===== config.mk =====
export PLATFORM = sky130hd
export DESIGN_NAME = blk_eb27dd
export DESIGN_NICKNAME = d
export VERILOG_FILES = /design/src/rtl/seq_rom_arb_pkg.sv /design/src/rtl/seq_rom_arb_grant.sv /design/src/rtl/blk_eb27dd.sv
export SDC_FILE = /design/constraint.sdc
export NUM_CORES = 1
export LEC_CHECK = 0
export ABC_AREA = 1
export CELL_PAD_IN_SITES_DETAIL_PLACEMENT = 0
export CELL_PAD_IN_SITES_GLOBAL_PLACEMENT = 1
export CORE_MARGIN = 3
export CORE_UTILIZATION = 15
export DETAILED_ROUTE_END_ITERATION = 6
export GPL_TIMING_DRIVEN = 0
export PLACE_DENSITY = 0.89
export RECOVER_POWER = 50
export SETUP_SLACK_MARGIN = 0.4
export SLEW_MARGIN = 20
export SYNTH_ARGS = -nofsm -noshare
export SYNTH_HDL_FRONTEND = slang
export SYNTH_HIERARCHICAL = 1
export SYNTH_SLANG_ARGS = --single-unit

===== constraint.sdc =====
create_clock -name clk -period 4.8 [get_ports clk]
set_input_delay 1.44 -clock clk [delete_from_list [all_inputs] [get_ports clk]]
set_output_delay 1.44 -clock clk [all_outputs]
set_load 0.05 [all_outputs]

===== src/rtl/seq_rom_arb_pkg.sv =====
// Shared types and constants for the sequencer instruction-RAM arbiter.
// The arbiter lets the instruction-fetch master (I) and the debug/loader master (D) share one RAM port.
package seq_rom_arb_pkg;

  typedef enum logic {
    ARB     = 1'b0,
    DBG_OWN = 1'b1
  } arb_state_t;

  typedef enum logic [1:0] {
    NONE  = 2'd0,
    TAG_I = 2'd1,
    TAG_D = 2'd2
  } rd_tag_t;

  localparam int STARVE_LIMIT_DFLT = 8;
  localparam int STARVE_W          = $clog2(STARVE_LIMIT_DFLT + 1);

endpackage


===== src/rtl/seq_rom_arb_grant.sv =====
// Combinational grant between I and D with a starvation counter.
// The counter bounds how many consecutive I grants D can lose while it keeps requesting.
module seq_rom_arb_grant #(
  parameter  int STARVE_LIMIT = 8,
  localparam int CNT_W        = $clog2(STARVE_LIMIT + 1)
) (
  input  logic clk,
  input  logic reset_n,
  input  logic en,
  input  logic i_req,
  input  logic d_req,
  input  logic own_d,
  input  logic d_lock,
  output logic grant_i,
  output logic grant_d
);

  logic [CNT_W-1:0] starve_cnt_q;
  logic [CNT_W-1:0] starve_cnt_d;
  logic [CNT_W-1:0] cnt_eff;

  // Leaving debug ownership always restarts the starvation count from zero
  always_comb begin
    cnt_eff = own_d ? '0 : starve_cnt_q;
    grant_i = 1'b0;
    grant_d = 1'b0;
    if (en) begin
      if (own_d && d_lock) begin
        grant_d = d_req;
      end else if (i_req && d_req) begin
        if (cnt_eff == CNT_W'(STARVE_LIMIT)) grant_d = 1'b1;
        else                                 grant_i = 1'b1;
      end else begin
        grant_i = i_req;
        grant_d = d_req;
      end
    end

    starve_cnt_d = cnt_eff;
    if (!d_req || grant_d) begin
      starve_cnt_d = '0;
    end else if (grant_i && (cnt_eff != CNT_W'(STARVE_LIMIT))) begin
      starve_cnt_d = cnt_eff + CNT_W'(1);
    end
  end

  always_ff @(posedge clk or negedge reset_n) begin
    if (!reset_n) starve_cnt_q <= '0;
    else          starve_cnt_q <= starve_cnt_d;
  end

endmodule


===== src/rtl/blk_eb27dd.sv =====
// Arbiter sharing the single-port sequencer instruction RAM between the fetch master (I)
// and the debug/loader master (D): debug ownership lock, write protection, 1-cycle read return.
module blk_eb27dd
  import seq_rom_arb_pkg::*;
#(
  parameter int ADDR_W       = 12,
  parameter int DATA_W       = 32,
  parameter int BE_W         = DATA_W / 8,
  parameter int STARVE_LIMIT = STARVE_LIMIT_DFLT
) (
  input  logic              clk,
  input  logic              reset_n,
  input  logic [ADDR_W-1:0] i_address,
  input  logic              i_read,
  output logic              i_waitrequest,
  output logic [DATA_W-1:0] i_readdata,
  output logic              i_readdatavalid,
  input  logic [ADDR_W-1:0] d_address,
  input  logic [BE_W-1:0]   d_byteenable,
  input  logic              d_read,
  input  logic              d_write,
  input  logic [DATA_W-1:0] d_writedata,
  input  logic              d_debugaccess,
  input  logic              d_lock,
  output logic              d_waitrequest,
  output logic [DATA_W-1:0] d_readdata,
  output logic              d_readdatavalid,
  output logic              d_write_dropped,
  input  logic              ram_wr_protect,
  output logic [ADDR_W-1:0] ram_address,
  output logic [BE_W-1:0]   ram_byteenable,
  output logic              ram_chipselect,
  output logic              ram_write,
  output logic              ram_debugaccess,
  output logic [DATA_W-1:0] ram_writedata,
  output logic              ram_clken,
  input  logic [DATA_W-1:0] ram_readdata
);

  arb_state_t state_q, state_d;
  rd_tag_t    rd_tag_q, rd_tag_d;
  logic       drop_q, drop_d;
  logic       grant_i, grant_d;
  logic       d_req, wr_blocked;

  assign d_req = d_read | d_write;

  // Grants are held off while reset is asserted so both masters see waitrequest=1
  seq_rom_arb_grant #(
    .STARVE_LIMIT (STARVE_LIMIT)
  ) u_grant (
    .clk     (clk),
    .reset_n (reset_n),
    .en      (reset_n),
    .i_req   (i_read),
    .d_req   (d_req),
    .own_d   (state_q == DBG_OWN),
    .d_lock  (d_lock),
    .grant_i (grant_i),
    .grant_d (grant_d)
  );

  always_ff @(posedge clk or negedge reset_n) begin
    if (!reset_n) begin
      state_q  <= ARB;
      rd_tag_q <= NONE;
      drop_q   <= 1'b0;
    end else begin
      state_q  <= state_d;
      rd_tag_q <= rd_tag_d;
      drop_q   <= drop_d;
    end
  end

  always_comb begin
    state_d = state_q;
    case (state_q)
      ARB:     if (grant_d && d_lock) state_d = DBG_OWN;
      DBG_OWN: if (!d_lock)           state_d = ARB;
      default: state_d = ARB;
    endcase
  end

  // A simultaneous D read and write counts as a write only, so it gets no read return
  always_comb begin
    wr_blocked      = grant_d & d_write & ram_wr_protect;
    i_waitrequest   = ~grant_i;
    d_waitrequest   = ~grant_d;
    ram_address     = '0;
    ram_byteenable  = '0;
    ram_chipselect  = 1'b0;
    ram_clken       = 1'b0;
    ram_write       = 1'b0;
    ram_debugaccess = 1'b0;
    if (grant_i) begin
      ram_address    = i_address;
      ram_byteenable = '1;
      ram_chipselect = 1'b1;
      ram_clken      = 1'b1;
    end else if (grant_d) begin
      ram_address     = d_address;
      ram_byteenable  = d_byteenable;
      ram_chipselect  = ~wr_blocked;
      ram_clken       = ~wr_blocked;
      ram_write       = d_write & ~ram_wr_protect;
      ram_debugaccess = d_write & ~ram_wr_protect & d_debugaccess;
    end

    rd_tag_d = NONE;
    if (grant_i)                         rd_tag_d = TAG_I;
    else if (grant_d && d_read && !d_write) rd_tag_d = TAG_D;
    drop_d = wr_blocked;
  end

  assign ram_writedata   = d_writedata;
  assign i_readdata      = ram_readdata;
  assign d_readdata      = ram_readdata;
  assign i_readdatavalid = (rd_tag_q == TAG_I);
  assign d_readdatavalid = (rd_tag_q == TAG_D);
  assign d_write_dropped = drop_q;

endmodule


==> summary.txt <==
Status
  • Status: complete, no violations

STA
  • Final Setup Violations: 0
  • Fin. max-slew vios: 0
  • Headroom to the max-slew limit: 0.629
  • Clock period minus worst slack: 4390 ps
  • Max Clk Rate: 0.228 GHz
  • Slew @ Worst Pin: 557 ps
  • Unrepaired setup endpoints after global routing: false
  • Final clock skew: 2.07 ps
  • TNS Setup: 0 ps
  • Post-route clock period utilization: 0.914
  • Fin. Hold Viols: 0

Place
  • PortBufs: 156
  • HPWL Detailed: 5110 um
  • Placer's final routability congestion estimate: 0.834
  • Dpl cells: 520
  • Post-DP Area: 3300 sq um

Flow run
  • Max-cap violations: 0

Min path
  • Min-delay worst type: reg -> reg

Clock network
  • Clk_lat worst skew: 230 ps
  • H-tree Lvls: 1
  • Total CTS buffers: 3
  • Worst-path clk slew: 40 ps
  • Clk root buf: clkbuf_8
  • # clock sinks: 8
  • CTS tree: built
  • Hold-fix buffers at CTS: 0
  • Max Buffers Root-to-Sink: 2

Logic synthesis
  • Syn_nets: 333
  • Synth Register Bits: 8
  • Avg Inst Size Synth: 6.78 sq um
  • Synth top area cells: buf_4 (47%), dfrtp_1 (13%), nand2_1 (11%), nand2_2 (10%), inv_1 (4.8%)
  • Synth top area share: 0.470
  • Synth cell types: 21
  • Cell Area, Synth: 1570 sq um
  • Synth warn: 6
  • Leading area contributor after synthesis: buf_4
  • Mapped Cells: 231
  • Register area share after synthesis: 0.128

GRT
  • First-pass GRT wire length: 8450 um
  • Vias in the first global route: 1881
  • GRT overflow: 0
  • Antenna violations before repair: 1
  • Largest net degree at the start of global routing: 11
  • GRT Overall Usage: 0.0903

Pwr
  • Logic pwr share: 0.760
  • Leak: 1.74 nW
  • Cell Pwr Density: 193 nW/um^2
  • Peak supply drop: 0.0888 mV
  • Switching share of power: 0.507
  • P_sw: 0.339 mW
  • Flop pwr share: 0.117
  • Clock power share: 0.123
  • Internal power: 0.331 mW
  • Overall Power: 0.670 mW

Die
  • Initial Util: 0.157
  • IO Count: 221
  • Core Footprint: 9950 sq um
  • Die area: 11700 sq um
  • DIE HEIGHT: 108 um
  • Die extent in x: 108 um
  • # rows: 36

Critical path
  • Crit-path max FO: 10
  • Crit start category: input pin
  • Crit path capture type: output pin
  • Worst setup path class: in -> out
  • Crit path buf inv count: 6
  • Worst path cell trace: clkbuf_1, nand2_2, nor2_4, nand2_1, inv_2, buf_8, clkinvlp_4, buf_4, buf_4
  • Max incr delay on CP: 420 ps
  • Cell mode on critical path: buf_4
  • CP delay by family, top: buffers and inverters
  • Worst EP required: 3360 ps
  • Critical-path top delay cell: clkbuf_1
  • CP arrival: 2950 ps

Drt
  • Total wire length: 5900 um
  • Routed vias: 1851
  • Drt wl/cell: 11.1 um
  • Routed Antenna Nets: 0
  • Drt initial violations: 43
  • DRC Markers: 0
  • First-pass iteration count of the detailed router: 4
  • Via-to-Cell Ratio: 3.48

Layout
  • Final Instance Count excl. Fillers: 532
  • Number of diodes: 0
  • Post-layout util: 0.349
  • Fin nets: 503
  • Fillers: 1012
  • Share of cells above drive strength 1: 0.431
  • Layout Area Growth over Synthesis: 122%
  • Final instance area: 3480 sq um
[synthesized netlist by cell type (all sizes together)]
master	instances
a21oi	2
buf	101
dfrtp	8
ha	2
inv	21
nand2	71
nand3	6
nand3b	1
nor2	14
nor3	1
o21a	1
o21ai	2
or2	1
[power by group through the flow]
stage	clock network [mW]	registers, mW	logic, mW
after floorplan	0	0.0787	0.340
after global placement	0	0.0789	0.494
after detailed placement	0	0.0791	0.499
after CTS	0.0847	0.0783	0.517
after global routing	0.0896	0.0792	0.535
final	0.0824	0.0785	0.509
[layout by cell type, fill, tap and decap left out]
| cell | synthesis | layout |
|---|---|---|
| ha_1 | 2 | 2 |
| nand2_1 | 45 | 43 |
| buf_8 | 0 | 8 |
| buf_16 | 0 | 1 |
| a21oi_4 | 0 | 1 |
| or2_0 | 0 | 1 |
| clkinvlp_4 | 0 | 1 |
| nor2_4 | 1 | 1 |
| nor2_2 | 1 | 2 |
| dlygate4sd3_1 | 0 | 52 |
| dlygate4sd2_1 | 0 | 2 |
| o21ai_0 | 2 | 2 |
| buf_4 | 98 | 106 |
| nand3b_1 | 1 | 1 |
| clkdlybuf4s15_2 | 0 | 1 |
| o21a_1 | 1 | 1 |
| buf_2 | 1 | 3 |
| nand2_2 | 26 | 28 |
| nor2_1 | 11 | 10 |
| inv_2 | 0 | 2 |
| clkbuf_8 | 0 | 3 |
| clkdlybuf4s50_1 | 0 | 77 |
| dlymetal6s2s_1 | 0 | 1 |
| inv_6 | 0 | 1 |
| buf_12 | 1 | 2 |
| a21oi_1 | 2 | 1 |
| buf_6 | 1 | 9 |
| clkbuf_1 | 0 | 2 |
| dfrtp_1 | 8 | 8 |
| clkbuf_2 | 0 | 1 |
| inv_1 | 20 | 17 |
| clkbuf_4 | 0 | 1 |
| nand3_1 | 6 | 6 |
| nor3_1 | 1 | 1 |
| nor2_8 | 1 | 1 |
[per-stage QoR]
step,hold WS (ps),setup WS (ps)
after floorplan,567,415
after global placement,627,-712
after detailed placement,634,-741
after CTS,661,407
after global routing,697,218
final,662,413
[worst min-delay path, stage by stage (launching register included)]
cell and delay (ps):
dfrtp_1 390, nand3_1 90, a21oi_1 60, nor2_1 90
[flip-flops by register name, summed over array words and instances (netlist names)]
register and count:
state_q 1, rd_tag_q 2, d_write_dropped 1, u_grant/starve_cnt_q 4
[cell type report]
cell class                      instances  area (sq um)  share of cell area
Timing Repair Buffer                  165          1660               0.478
Buffer                                101           790               0.227
Multi-Input combinational cell        101           531               0.153
Sequential cell                         8           200              0.0576
Tap cell                              133           166              0.0478
Inverter                               21          87.6              0.0252
Clock buffer                            3          41.3              0.0119
[per-layer routing]
metal,part of all wire,global-route usage,up-vias,wire [um]
met4,0.025,0.0379,2,149
li1,-,-,925,-
met5,0.0022,0,-,13
met3,0.072,0.0137,12,423
met2,0.57,0.179,109,3350
met1,0.33,0.0931,803,1970
[timing repair]
| item | CTS | global route |
|---|---|---|
| buffers inserted | 6 | 2 |
| endpoints found under the setup margin | 22 | 21 |
| gates cloned | 1 | 0 |
| pin swaps | 3 | 5 |
| resized for setup | 155 | 19 |
[cells by family after synthesis]
group / Yosys count / share of synthesized area
buffers and inverters: 122 / 0.545
and+or+nand+nor: 94 / 0.293
DFF: 8 / 0.128
AOI/OAI and AO/OA: 5 / 0.0176
adders and majority gates: 2 / 0.0160
[final timing paths]
kind	start	endpoint	slack (ps)	depth (start not counted)
max reg2reg	state_q	state_q	2690	13
max	reset_n	i_waitrequest	410	9
min reg2reg	u_grant/starve_cnt_q[3]	u_grant/starve_cnt_q[3]	660	3
min	u_grant/starve_cnt_q[3]	u_grant/starve_cnt_q[3]	660	3
max in group asynchronous	reset_n	d_write_dropped	3260	1
min in group asynchronous	reset_n	u_grant/starve_cnt_q[3]	1170	1
No activity file was read; power rests on OpenSTA's default activity.
